**config.mk**
```make
export PLATFORM = sky130hd
export DESIGN_NAME = mult_div_unit
export DESIGN_NICKNAME = d
export VERILOG_FILES = /design/src/rtl/mult_div_unit.sv
export SDC_FILE = /design/constraint.sdc
export NUM_CORES = 1
export LEC_CHECK = 0
export ABC_AREA = 0
export CORE_AREA = 4 4 178 180
export DETAILED_ROUTE_END_ITERATION = 16
export DIE_AREA = 0 0 182 184
export PLACE_DENSITY = 0.71
export SETUP_SLACK_MARGIN = 0.1
export SLEW_MARGIN = 20
export SYNTH_ARGS = -nofsm -noshare
export SYNTH_HDL_FRONTEND = slang
export SYNTH_SLANG_ARGS = --single-unit
```
**constraint.sdc**
```tcl
create_clock -name clk -period 8.01 [get_ports clk]
set_input_delay 2.0025 -clock clk [delete_from_list [all_inputs] [get_ports clk]]
set_output_delay 2.0025 -clock clk [all_outputs]
set_load 0.005 [all_outputs]
```
**src/rtl/mult_div_unit.sv**
```systemverilog
// Multicycle signed multiply/divide unit: radix-2 Booth multiply and restoring
// divide, one bit per cycle, results held in hi/lo until the next completion.
module mult_div_unit #(
  parameter int WIDTH = 32,
  parameter int CNT_W = 6
) (
  input  logic             clk,
  input  logic             reset,
  input  logic [1:0]       div_mult_ctrl,
  input  logic             start,
  input  logic [WIDTH-1:0] a,
  input  logic [WIDTH-1:0] b,
  output logic             busy,
  output logic             done,
  output logic             div_zero,
  output logic [WIDTH-1:0] hi,
  output logic [WIDTH-1:0] lo
);

  typedef enum logic [2:0] {IDLE, MULT_RUN, DIV_RUN, FINISH, DZ} state_t;

  localparam logic [1:0]       CMD_MULT = 2'b01;
  localparam logic [1:0]       CMD_DIV  = 2'b10;
  localparam logic [CNT_W-1:0] LAST     = CNT_W'(WIDTH - 1);

  state_t           state;
  logic [CNT_W-1:0] count;
  logic [WIDTH:0]   acc;     // Booth accumulator / division remainder
  logic [WIDTH-1:0] mq;      // multiplier / quotient shift register
  logic [WIDTH-1:0] opnd;    // multiplicand / divisor magnitude
  logic             q_m1;
  logic             is_div;
  logic             sign_a;
  logic             sign_b;

  logic [WIDTH-1:0] abs_a, abs_b;
  logic [WIDTH:0]   opnd_ext, booth_sum, div_shift, div_rem;
  logic             div_ge;
  logic [WIDTH-1:0] quot_s, rem_s;

  // NOTE: every always_comb output gets a value before any branch, so no latch is inferred.
  always_comb begin
    abs_a     = a[WIDTH-1] ? -a : a;
    abs_b     = b[WIDTH-1] ? -b : b;
    // The extra accumulator bit keeps Booth from overflowing on a -2^(WIDTH-1) multiplicand.
    opnd_ext  = is_div ? {1'b0, opnd} : {opnd[WIDTH-1], opnd};
    booth_sum = acc;
    case ({mq[0], q_m1})
      2'b01:   booth_sum = acc + opnd_ext;
      2'b10:   booth_sum = acc - opnd_ext;
      default: booth_sum = acc;
    endcase
    div_shift = {acc[WIDTH-1:0], mq[WIDTH-1]};
    div_ge    = (div_shift >= opnd_ext);
    div_rem   = div_ge ? (div_shift - opnd_ext) : div_shift;
    quot_s    = (sign_a ^ sign_b) ? -mq : mq;
    rem_s     = sign_a ? -acc[WIDTH-1:0] : acc[WIDTH-1:0];
  end

  // NOTE: sequential state uses non-blocking assignments only, so every register
  // samples the pre-edge values regardless of statement order.
  always_ff @(posedge clk or negedge reset) begin
    if (!reset) begin
      state    <= IDLE;
      count    <= '0;
      acc      <= '0;
      mq       <= '0;
      opnd     <= '0;
      q_m1     <= 1'b0;
      is_div   <= 1'b0;
      sign_a   <= 1'b0;
      sign_b   <= 1'b0;
      busy     <= 1'b0;
      done     <= 1'b0;
      div_zero <= 1'b0;
      hi       <= '0;
      lo       <= '0;
    end else begin
      done <= 1'b0;
      case (state)
        IDLE: begin
          if (start && div_mult_ctrl == CMD_MULT) begin
            acc      <= '0;
            mq       <= b;
            opnd     <= a;
            q_m1     <= 1'b0;
            is_div   <= 1'b0;
            div_zero <= 1'b0;
            busy     <= 1'b1;
            count    <= '0;
            state    <= MULT_RUN;
          end else if (start && div_mult_ctrl == CMD_DIV) begin
            busy <= 1'b1;
            if (b != '0) begin
              acc      <= '0;
              mq       <= abs_a;
              opnd     <= abs_b;
              sign_a   <= a[WIDTH-1];
              sign_b   <= b[WIDTH-1];
              is_div   <= 1'b1;
              div_zero <= 1'b0;
              count    <= '0;
              state    <= DIV_RUN;
            end else begin
              state <= DZ;
            end
          end
        end
        MULT_RUN: begin
          acc   <= {booth_sum[WIDTH], booth_sum[WIDTH:1]};
          mq    <= {booth_sum[0], mq[WIDTH-1:1]};
          q_m1  <= mq[0];
          count <= count + 1'b1;
          if (count == LAST) state <= FINISH;
        end
        DIV_RUN: begin
          acc   <= div_rem;
          mq    <= {mq[WIDTH-2:0], div_ge};
          count <= count + 1'b1;
          if (count == LAST) state <= FINISH;
        end
        FINISH: begin
          if (is_div) begin
            hi <= rem_s;
            lo <= quot_s;
          end else begin
            hi <= acc[WIDTH-1:0];
            lo <= mq;
          end
          done  <= 1'b1;
          busy  <= 1'b0;
          state <= IDLE;
        end
        DZ: begin
          div_zero <= 1'b1;
          done     <= 1'b1;
          busy     <= 1'b0;
          state    <= IDLE;
        end
        default: state <= IDLE;
      endcase
    end
  end

endmodule

```
# ---- Yosys cells after proc, flatten, opt, wreduce, memory -nomap -nowiden
# Index checks and enable logic that the tools add are counted.
dict set report op_classes {
  eq_ne 13
  order_cmp 1
  n_bitwise 2
  muxes 42
  n_reduce_logical 21
  n_addsub 8
}
# op n
set ops {}
lappend ops {{2-to-1 mux 32 bit} 12}
lappend ops {{2-to-1 mux 33 bit} 5}
lappend ops {{negation 32 bit} 4}
lappend ops {{one-hot mux 33 bit (3 select lines)} 1}
lappend ops {{one-hot mux 32 bit (3 select lines)} 1}
lappend ops {{one-hot mux 33 bit (2 select lines)} 1}
lappend ops {{subtractor 33 bit} 2}
lappend ops {{adder 33 bit} 1}
lappend ops {{>= comparator 33 bit} 1}
lappend ops {{nonzero test 32 bit} 1}
lappend ops {{2-to-1 mux 6 bit} 3}
lappend ops {{2-to-1 mux 3 bit} 4}
lappend ops {{one-hot mux 6 bit (2 select lines)} 1}
lappend ops {{AND reduction 3 bit} 4}
lappend ops {{nonzero test 2 bit} 6}
lappend ops {{2-to-1 mux 1 bit} 10}
lappend ops {{adder 6 x 1 -> 6 bit (second input constant)} 1}
lappend ops {{equality test 3 x 2 -> 1 bit (second input constant)} 2}
lappend ops {{equality test 6 x 5 -> 1 bit (second input constant)} 1}
lappend ops {{inequality test 3 bit (second input constant)} 2}
lappend ops {{one-hot mux 1 bit (2 select lines)} 3}
lappend ops {{one-hot mux 3 bit (2 select lines)} 1}
lappend ops {{AND reduction 2 bit} 3}
lappend ops {{equality test 2 x 1 -> 1 bit (second input constant)} 2}
lappend ops {{12 further kinds} 15}
dict set report word_totals {
  elab_cells 101
  register_bits 177
  output_inout_bits 67
}

# ---- Depth between registers and ports, before layout
# Gate-level depths: netlist of the first run.
dict set report depth {
  ltp_word 6
  ltp_mapped 19
}

# ---- Least setup slack after synthesis of the first run
# No wires, ideal clock.
dict set report synth_timing {
  kind {input to register}
  start {input port a[8]}
  end {register mq[29]}
  required_time_ps 7883
  stages 10
  arrival_time_ps 4635
  path_slack_ps 3249
  path_cell_list {or4_4 or3_4 or3_4 or4_4 or3_4 o31ai_4 xor2_1 a21oi_1 o21ai_1 a21oi_1}
}
dict set report synth_between {
  elab_chain_len 6
}
# item line
set synth_rtl {}
lappend synth_rtl {{start: declaration} 11} ;# input logic [WIDTH-1:0] a,
lappend synth_rtl {{negation 32 bit} 43} ;# abs_a = a[WIDTH-1] ? -a : a;
lappend synth_rtl {{2-to-1 mux 32 bit} 43}
lappend synth_rtl {{2-to-1 mux 32 bit} 94} ;# if (b != '0) begin
lappend synth_rtl {{2-to-1 mux 32 bit} 92} ;# end else if (start && div_mult_ctrl == CMD_DIV) begin
lappend synth_rtl {{2-to-1 mux 32 bit} 82} ;# if (start && div_mult_ctrl == CMD_MULT) begin
lappend synth_rtl {{one-hot mux 32 bit (3 select lines)} 80} ;# case (state)
lappend synth_rtl {{end signal: assignment} 96} ;# mq <= abs_a;
lappend synth_rtl {{end signal: assignment} 111} ;# mq <= {booth_sum[0], mq[WIDTH-1:1]};
lappend synth_rtl {{end signal: assignment} 118} ;# mq <= {mq[WIDTH-2:0], div_ge};
lappend synth_rtl {{end: declaration} 29} ;# logic [WIDTH-1:0] mq;
# Every way passes these cells. The select of a mux whose other input is x is not followed.
# A chain may end at the register's enable or synchronous reset.

# ---- Worst setup path in the final report of the first run
dict set report layout_timing {
  start {input port b[14]}
  end {register acc[11]}
}
dict set report layout_between {
  elab_chain_len 3
}
# item line
set layout_rtl {}
lappend layout_rtl {{start: declaration} 12} ;# input logic [WIDTH-1:0] b,
lappend layout_rtl {{nonzero test 32 bit} 94}
lappend layout_rtl {{inequality test 3 bit (no source line)} n/a}
lappend layout_rtl {{AND reduction 3 bit (no source line)} n/a}
lappend layout_rtl {{end signal: assignment} 110} ;# acc <= {booth_sum[WIDTH], booth_sum[WIDTH:1]};
lappend layout_rtl {{end signal: assignment} 117} ;# acc <= div_rem;
lappend layout_rtl {{end: declaration} 28} ;# logic [WIDTH:0] acc;
# Every way passes these cells.

==> reports/results.tsv, run 1 <==
metric	value	unit
relative slew slack	0.209	
H-tree levels	4	
CTS resizes	0	
R2R depth	18	
post-synthesis cell count	1914	
outcome	completed	
VDD IR max	0.207	mV
Net Switching	4.08	mW
Core ar.	30200	µm²
most common cell after layout, fill and taps aside	nand2_1	
Iter 0 DRT Violations	1500	
synth unique cells	74	
#FFs+latches synth	177	
final hold viol count	0	
synth top area cells	dfrtp_1 30%, o21ai_0 7.4%, xnor2_1 6.3%, ha_1 6.0%, xor2_1 5.7%	
Power Density	479	nW/µm²
r2r endpoint	acc[32]	
Syn Std Cell Area	15000	µm²
Sw Share	0.498	
Clock Pin Slew Worst Setup and Hold Paths	0.07	ns
Detailed Place HPWL	37200	µm
Setup TNS	0	ns
count of final setup violators	0	
CTS tree	built	
Sink Count	177	
Root Buffer	clkbuf_16	
share of post-route cells with drive strength above 1	0.0430	
die area	33500	µm²
ys flop type	dfrtp_1	
Clock Skew	0.0175	ns
hold endpoint	hi[23]	
antenna diode count	0	
drt first pass iters	5	
Flop pwr share	0.237	
largest area contributor in the netlist	dfrtp_1	
post-layout minimum cycle time	6.03	ns
initial antenna violation count	0	
initial core utilization	0.496	
CP Max Fanout	57	
Die X-Extent	182	µm
crit path DAT	6.40	ns
dpl ws	1.64	ns
leakage power	7.15	nW
Setup Buffers After CTS	0	
register area	4430	µm²
Site Rows	64	
kind of critical path	input pin to flip-flop	
synthesis-to-finish area growth	14.4	%
synth warn	0	
Comb pwr share	0.658	
vias per std cell	6.20	
f_max	166	MHz
DRC	0	
fin worst setup slack	1.98	ns
worst r2r src	opnd[1]	
Worst R2R Setup Slack	2.58	ns
via count	14700	
Tcrit/Tclk final	0.753	
Clock Tree Buf Depth	2	
routed wire length per instance	20.7	µm
CP Capture Type	flip-flop	
Syn Nets	2057	
GP Congestion	0.968	
Multi-input gate area	9850	µm²
commonest non-fill, non-tap cells in the layout	223 x nand2_1, 220 x o21ai_0, 177 x dfrtp_1, 173 x nor2_1, 158 x a21oi_1	
final wirelength	49300	µm
Tot Pwr	8.19	mW
Filler cells	2830	
grt ovf	0	
P_int	4.11	mW
io pins	136	
sequential area share after synthesis	0.296	
Clock Latency Late Sink	0.45	ns
share of Yosys cell area claimed by the top area cell type	0.296	
Clock power frac	0.106	
Worst-Margin Slew	1.19	ns
Req. time, crit path	8.37	ns
Post-DRT Antenna Nets	0	
largest net degree at the start of global routing	130	
Port Buffers	135	
Total GRT Usage	0.290	
Worst Min Path Start	hi[23]	
global-route wire length before repair	77400	µm
hold depth	2	
die height	184	µm
Inserted Clock Buffers	17	
maxcap violations	0	
ys async rst share	1.00	
CP Launch Type	input pin	
Post-synth EDFFs	0	
nets@finish	2108	
cts hold-fix bufs	0	
syn_area_per_cell	7.82	µm²
Final Max Tran Viols	0	
RSZ-0062 raised after global routing	no	
Hold WC Path Type	flip-flop to flip-flop	
vias in the first global route	13900	
[Yosys cell counts, types with 16 or more instances]
cell	instances
a211oi_1	21
clkbuf_1	107
a31oi_1	26
o211ai_1	39
o21ai_0	220
nor4_1	19
nor3_1	31
o31ai_1	22
inv_1	62
a221oi_1	17
nand3_1	28
nand2_1	225
dfrtp_1	177
nor2_1	173
xor2_1	98
a21o_1	38
xnor2_1	107
mux2i_1	17
or3_1	16
a22oi_1	26
a21oi_1	159
ha_1	72
[per-layer routing]
metal,part of all wire,track usage
met1,0.45,0.417
met2,0.44,0.442
met3,0.075,0.0483
met4,0.032,0.106
met5,0,0
[cell families (layout without fill, tap and decap cells)]
family,after synthesis,in the layout,synth area share
muxes,24,24,0.0166
xor gates and xnor gates,205,205,0.120
AOI/OAI and AO/OA,652,652,0.271
DFF,177,177,0.296
buffers and inverters,182,246,0.0469
adders and majority gates,74,74,0.0629
and+or+nand+nor,600,600,0.187
[power by group through the flow]
stage | clock [mW] | combinational (mW) | sequential, mW
2_1_floorplan | 0 | 3.95 | 1.70
3_3_place_gp | 0 | 5.24 | 1.92
3_5_place_dp | 0 | 5.30 | 1.94
4_1_cts | 0.880 | 5.33 | 1.92
5_1_grt | 0.924 | 5.99 | 1.99
6_report | 0.866 | 5.39 | 1.94
[worst max-delay path, cell delays in order]
cell,delay [ns]
clkdlybuf4s50_1,0.53
or4_1,0.61
or3b_1,0.40
or4_1,0.47
or4_1,0.56
nand2_2,0.17
nand2_1,0.07
buf_4,0.29
nor2_2,0.65
buf_12,0.26
a21oi_1,0.05
o21ai_0,0.10
a21boi_0,0.17
[final cells by class]
cell class,count,share of cell area
multi-input combinational,1555,0.576
sequential,177,0.259
timing repair buffer,151,0.0870
tap,396,0.0290
clock buffer,18,0.0257
inverter,63,0.0138
clock inverter,14,0.00980
[state kept, by name, summed over array words and instances, names as in the netlist, 3 cells and up]
signal and cells:
opnd 32, acc 33, count 6, state 3
hi 32, mq 32, lo 32
[worst max path at each step]
stage | depth (start not counted) | to | from
2_1_floorplan | 10 | mq[29] | a[8]
3_3_place_gp | 13 | acc[11] | b[14]
3_5_place_dp | 13 | acc[11] | b[14]
4_1_cts | 13 | acc[11] | b[14]
5_1_grt | 13 | acc[11] | b[14]
6_report | 13 | acc[11] | b[14]
[metrics by stage]
| step | cells | hold WS (ns) | util | cell area, µm² |
|---|---|---|---|---|
| after floorplan | 1914 | 0.450 | - | 15000 |
| after global placement | 2342 | 0.461 | 0.547 | 16500 |
| after detailed placement | 2342 | 0.469 | 0.547 | 16500 |
| after CTS | 2374 | 0.486 | 0.567 | 17100 |
| after global routing | 2374 | 0.490 | 0.567 | 17100 |
| final | 2374 | 0.478 | 0.567 | 17100 |
(Power assumes the default switching activity.)
==> run 2, diff against run 1 <==
Settings changed: PLACE_DENSITY 0.71 to 0.74.
Clock period 8.01 ns to 5.3 ns, I/O delays scaled along.
==> reports/results.tsv, run 2 (same netlist as run 1, synthesis figures left out) <==
metric	value	unit	change
outcome	completed		
Detailed Place HPWL	38200	µm	+2.7%
drt first pass iters	6		+1
Flop pwr share	0.234		-0.003
Setup Buffers After CTS	0		unchanged
cts hold-fix bufs	0		unchanged
Tcrit/Tclk final	0.933		
CP Max Fanout	5		-91%
Req. time, crit path	5.64	ns	-2.73 ns
final wirelength	49800	µm	+1.2%
Sink Count	177		unchanged
vias in the first global route	14100		+1.3%
CTS resizes	0		unchanged
Power Density	727	nW/µm²	+52%
synthesis-to-finish area growth	15.1	%	
count of final setup violators	0		unchanged
relative slew slack	0.308		+0.0997
Net Switching	6.19	mW	+52%
Sw Share	0.495		-0.00371
crit path DAT	5.29	ns	-1.11 ns
Core ar.	30200	µm²	unchanged
Site Rows	64		unchanged
leakage power	7.22	nW	+0.97%
io pins	136		unchanged
H-tree levels	4		unchanged
Clock Pin Slew Worst Setup and Hold Paths	0.07	ns	about the same
initial antenna violation count	2		+2
commonest non-fill, non-tap cells in the layout	223 x nand2_1, 219 x o21ai_0, 177 x dfrtp_1, 173 x nor2_1, 158 x a21oi_1		
antenna diode count	0		unchanged
VDD IR max	0.329	mV	+59%
kind of critical path	flip-flop to flip-flop		
largest net degree at the start of global routing	130		unchanged
Hold WC Path Type	flip-flop to flip-flop		
RSZ-0062 raised after global routing	no		
Die X-Extent	182	µm	unchanged
register area	4430	µm²	unchanged
Port Buffers	135		unchanged
final hold viol count	0		unchanged
Clock power frac	0.107		about the same
Iter 0 DRT Violations	1388		-7.5%
Filler cells	2820		-0.35%
register bank with the most flops	acc		
share of post-route cells with drive strength above 1	0.0492		+0.00625
GP Congestion	0.999		+3.2%
Multi-input gate area	9850	µm²	unchanged
post-layout minimum cycle time	4.95	ns	
via count	14800		+0.67%
Inserted Clock Buffers	17		unchanged
WHS	0.476	ns	-0.00149 ns
Clock Skew	0.0163	ns	-0.00116 ns
most common cell after layout, fill and taps aside	nand2_1		
Final Max Tran Viols	0		unchanged
f_max	202	MHz	
Worst-Margin Slew	1.04	ns	-0.150 ns
Post-DRT Antenna Nets	0		unchanged
Comb pwr share	0.658		about the same
Clock Tree Buf Depth	2		unchanged
CP Capture Type	flip-flop		
global-route wire length before repair	78200	µm	+1.1%
P_int	6.32	mW	+54%
Setup TNS	0	ns	unchanged
maxcap violations	0		unchanged
Total GRT Usage	0.293		+0.00232
Root Buffer	clkbuf_16		
vias per std cell	6.20		+0.12%
CTS tree	built		
CP Launch Type	flip-flop		
routed wire length per instance	20.9	µm	+0.60%
DRC	0		unchanged
max reg flops	33		unchanged
die height	184	µm	unchanged
grt ovf	0		unchanged
die area	33500	µm²	unchanged
initial core utilization	0.496		unchanged
nets@finish	2121		+0.62%
Clock Latency Late Sink	0.46	ns	about the same
run 2: layout make-up:
class / instances / share of cell area
well taps: 396 / 0.0288
repair buffers: 164 / 0.0926
clock buffers: 19 / 0.0257
inverters: 63 / 0.0137
multi-input cells: 1555 / 0.572
flip-flops and latches: 177 / 0.257
clock inverters: 13 / 0.00966
run 2: stage by stage:
step	std cells	power, mW	worst slack (ns)	cell area [µm²]	util
3_3_place_gp	2355	10.9	0.397	16600	0.550
5_1_grt	2387	13.5	0.179	17200	0.570
4_1_cts	2387	12.4	0.343	17200	0.570
3_5_place_dp	2355	11.0	0.342	16600	0.550
2_1_floorplan	1914	8.54	1.22	15000	-
6_report	2387	12.5	0.353	17200	0.570
run 2: routing by layer:
metal | routed length (µm) | track usage
met5 | 11 | 0
met4 | 1780 | 0.119
met2 | 22200 | 0.449
met3 | 3370 | 0.0463
met1 | 22500 | 0.414
run 2: worst paths after layout:
kind                       startpoint      end  slack [ns]  depth (start not counted)
max                           opnd[6]  acc[31]        0.35                         19
min                             hi[4]    hi[4]        0.48                          2
max reg2reg                   opnd[6]  acc[31]        0.35                         19
min reg2reg                     hi[4]    hi[4]        0.48                          2
max in group asynchronous       reset   acc[5]        3.35                          2
min in group asynchronous       reset   lo[27]        1.00                          1
run 2: power groups by stage:
stage / sequential, mW / clock (mW) / combinational [mW]
CTS: 2.91 / 1.36 / 8.14
floorplan: 2.57 / 0 / 5.97
global route: 3.03 / 1.41 / 9.10
detailed placement: 2.94 / 0 / 8.10
global placement: 2.91 / 0 / 8.00
finish: 2.93 / 1.34 / 8.24
run 2: worst max-delay path: stages, from the launching register on:
cell and delay (ns):
dfrtp_1 0.43, nor4_1 0.52, nand2_1 0.10, nor2_1 0.26, buf_4 0.21, nor2_1 0.05, xnor2_1 0.33, ha_1 0.36
a21oi_1 0.25, o21ai_0 0.17, a31oi_1 0.42, a211oi_1 0.14, buf_4 0.16, o211ai_1 0.26, a21oi_1 0.15, a41o_2 0.29
nor3_1 0.18, buf_4 0.14, xnor2_1 0.07, a221o_2 0.34
==> run 3, diff against run 2 <==
Settings changed: CORE_AREA 4 4 178 180 to 4 4 266 138, CTS_CLUSTER_SIZE set to 14, DIE_AREA 0 0 182 184 to 0 0 270 142, PLACE_DENSITY 0.74 to 0.67.
==> reports/results.tsv, run 3 (same netlist as run 1, synthesis figures left out) <==
metric	value	unit	change
final hold viol count	0		unchanged
H-tree levels	4		unchanged
CTS resizes	0		unchanged
vias per std cell	5.94		-4.2%
Clock Latency Late Sink	0.46	ns	about the same
Detailed Place HPWL	37000	µm	-3.1%
die area	38300	µm²	+14%
relative slew slack	0.379		+0.0702
nets@finish	2119		-0.094%
global-route wire length before repair	78200	µm	about the same
crit path launch	opnd[12]		
WP buf/inv	2		-1
Power Density	720	nW/µm²	-1.0%
CP dominant cell by count	xnor2_1		
drt first pass iters	8		+2
die height	142	µm	-23%
vias in the first global route	13700		-2.8%
count of final setup violators	0		unchanged
dpl ws	0.407	ns	+0.0648 ns
Worst R2R Setup Slack	0.50	ns	+0.14 ns
kind of critical path	flip-flop to flip-flop		
VDD IR max	0.334	mV	+1.5%
Clock Tree Buf Depth	2		unchanged
most common cell after layout, fill and taps aside	nand2_1		
CP Max Fanout	6		+1
Hold WC Path Type	flip-flop to flip-flop		
cts hold-fix bufs	0		unchanged
synthesis-to-finish area growth	15.6	%	
crit path DAT	5.15	ns	-0.14 ns
CTS tree	built		
via count	14500		-2.0%
CP Capture Type	flip-flop		
Tcrit/Tclk final	0.906		-0.0272
largest net degree at the start of global routing	102		-22%
Setup Buffers After CTS	0		unchanged
leakage power	7.21	nW	-0.14%
Post-Place Cell Area	16700	µm²	+0.33%
final wirelength	49500	µm	-0.62%
fin worst setup slack	0.496	ns	+0.144 ns
Root Buffer	clkbuf_16		
crit-path cells	or4_4, or3_4, inv_1, and4_1, a21o_1, o21ai_0, xnor2_1, ha_1, nand3_1, nand2b_1, a211oi_1, buf_4, o211ai_1, a21oi_1, a41o_2, nor3_1, xnor2_1, a221o_2		
io pins	136		unchanged
commonest non-fill, non-tap cells in the layout	223 x nand2_1, 220 x o21ai_0, 177 x dfrtp_1, 173 x nor2_1, 158 x a21oi_1		
Die X-Extent	270	µm	+48%
WHS	0.476	ns	-0.000534 ns
Iter 0 DRT Violations	1609		+16%
Max stage delay on crit path	0.56	ns	+0.04 ns
cell area after layout	17300	µm²	+0.43%
register bank with the most flops	acc		
RSZ-0062 raised after global routing	no		
Post-DRT Antenna Nets	0		unchanged
CP top delay family	simple AND/OR/NAND/NOR gates		
Filler cells	3342		+19%
Inserted Clock Buffers	17		unchanged
Core ar.	34200	µm²	+13%
GP Congestion	0.984		-1.5%
Sink Count	177		unchanged
worst r2r src	opnd[12]		
DRC	0		unchanged
Setup TNS	0	ns	unchanged
Clock Pin Slew Worst Setup and Hold Paths	0.08	ns	about the same
maxcap violations	0		unchanged
Port Buffers	135		unchanged
initial antenna violation count	3		+1
share of post-route cells with drive strength above 1	0.0483		-0.000956
Slowest-stage cell, CP	or4_4		
Site Rows	48		-25%
routed wire length per instance	20.3	µm	-2.9%
CP Launch Type	flip-flop		
Total GRT Usage	0.255		-0.0371
max reg flops	33		unchanged
Req. time, crit path	5.65	ns	about the same
post-layout minimum cycle time	4.80	ns	-0.144 ns
outcome	completed		
Worst Min Path Start	hi[11]		
Final Max Tran Viols	0		unchanged
Worst-Margin Slew	0.929	ns	-0.108 ns
grt ovf	0		unchanged
initial core utilization	0.438		-0.0578
f_max	208	MHz	+3.0%
Clock Skew	0.0101	ns	-0.00627 ns
## run 3: worst paths after layout
check | end | cells after the start
worst max-delay path | acc[31] | 18
worst min-delay path | hi[11] | 2
worst max register to register | acc[31] | 18
max in group asynchronous | lo[23] | 2
min in group asynchronous | mq[15] | 1
worst min register to register | hi[11] | 2
## run 3: metal layers
metal / vias up / GRT usage / share of wire
met5: - / 0 / 0
met4: 0 / 0.0688 / 0.021
met3: 70 / 0.0404 / 0.065
met2: 521 / 0.403 / 0.44
met1: 6899 / 0.368 / 0.47
li1: 7021 / - / -
## run 3: layout make-up
class                           count  area [µm²]  area share
Multi-Input combinational cell   1555        9850       0.569
Sequential cell                   177        4430       0.256
Timing Repair Buffer              162        1580      0.0915
Tap cell                          450         563      0.0326
Clock buffer                       18         439      0.0254
Inverter                           63         236      0.0137
Clock inverter                     14         189      0.0109
Antenna cell                        3        7.51    0.000434
## run 3: power breakdown
group | internal, mW | switching, mW | total, mW
Clock | 0.734 | 0.662 | 1.40
Sequential | 2.00 | 0.906 | 2.91
Combinational | 3.57 | 4.57 | 8.14
Total | 6.31 | 6.13 | 12.4
## run 3: tightest hold or removal path: cells and delay by family, from the launching register on
family	cells	cell delay [ns]
and+or+nand+nor	1	0.04
DFF	1	0.34
AOI/OAI and AO/OA	1	0.06
## run 3: stage by stage
stage	cells	utilization	power, mW
4_1_cts	2439	0.506	12.3
2_1_floorplan	1914	-	8.54
5_1_grt	2442	0.506	13.5
3_3_place_gp	2407	0.487	10.8
6_report	2442	0.506	12.4
3_5_place_dp	2407	0.487	10.9
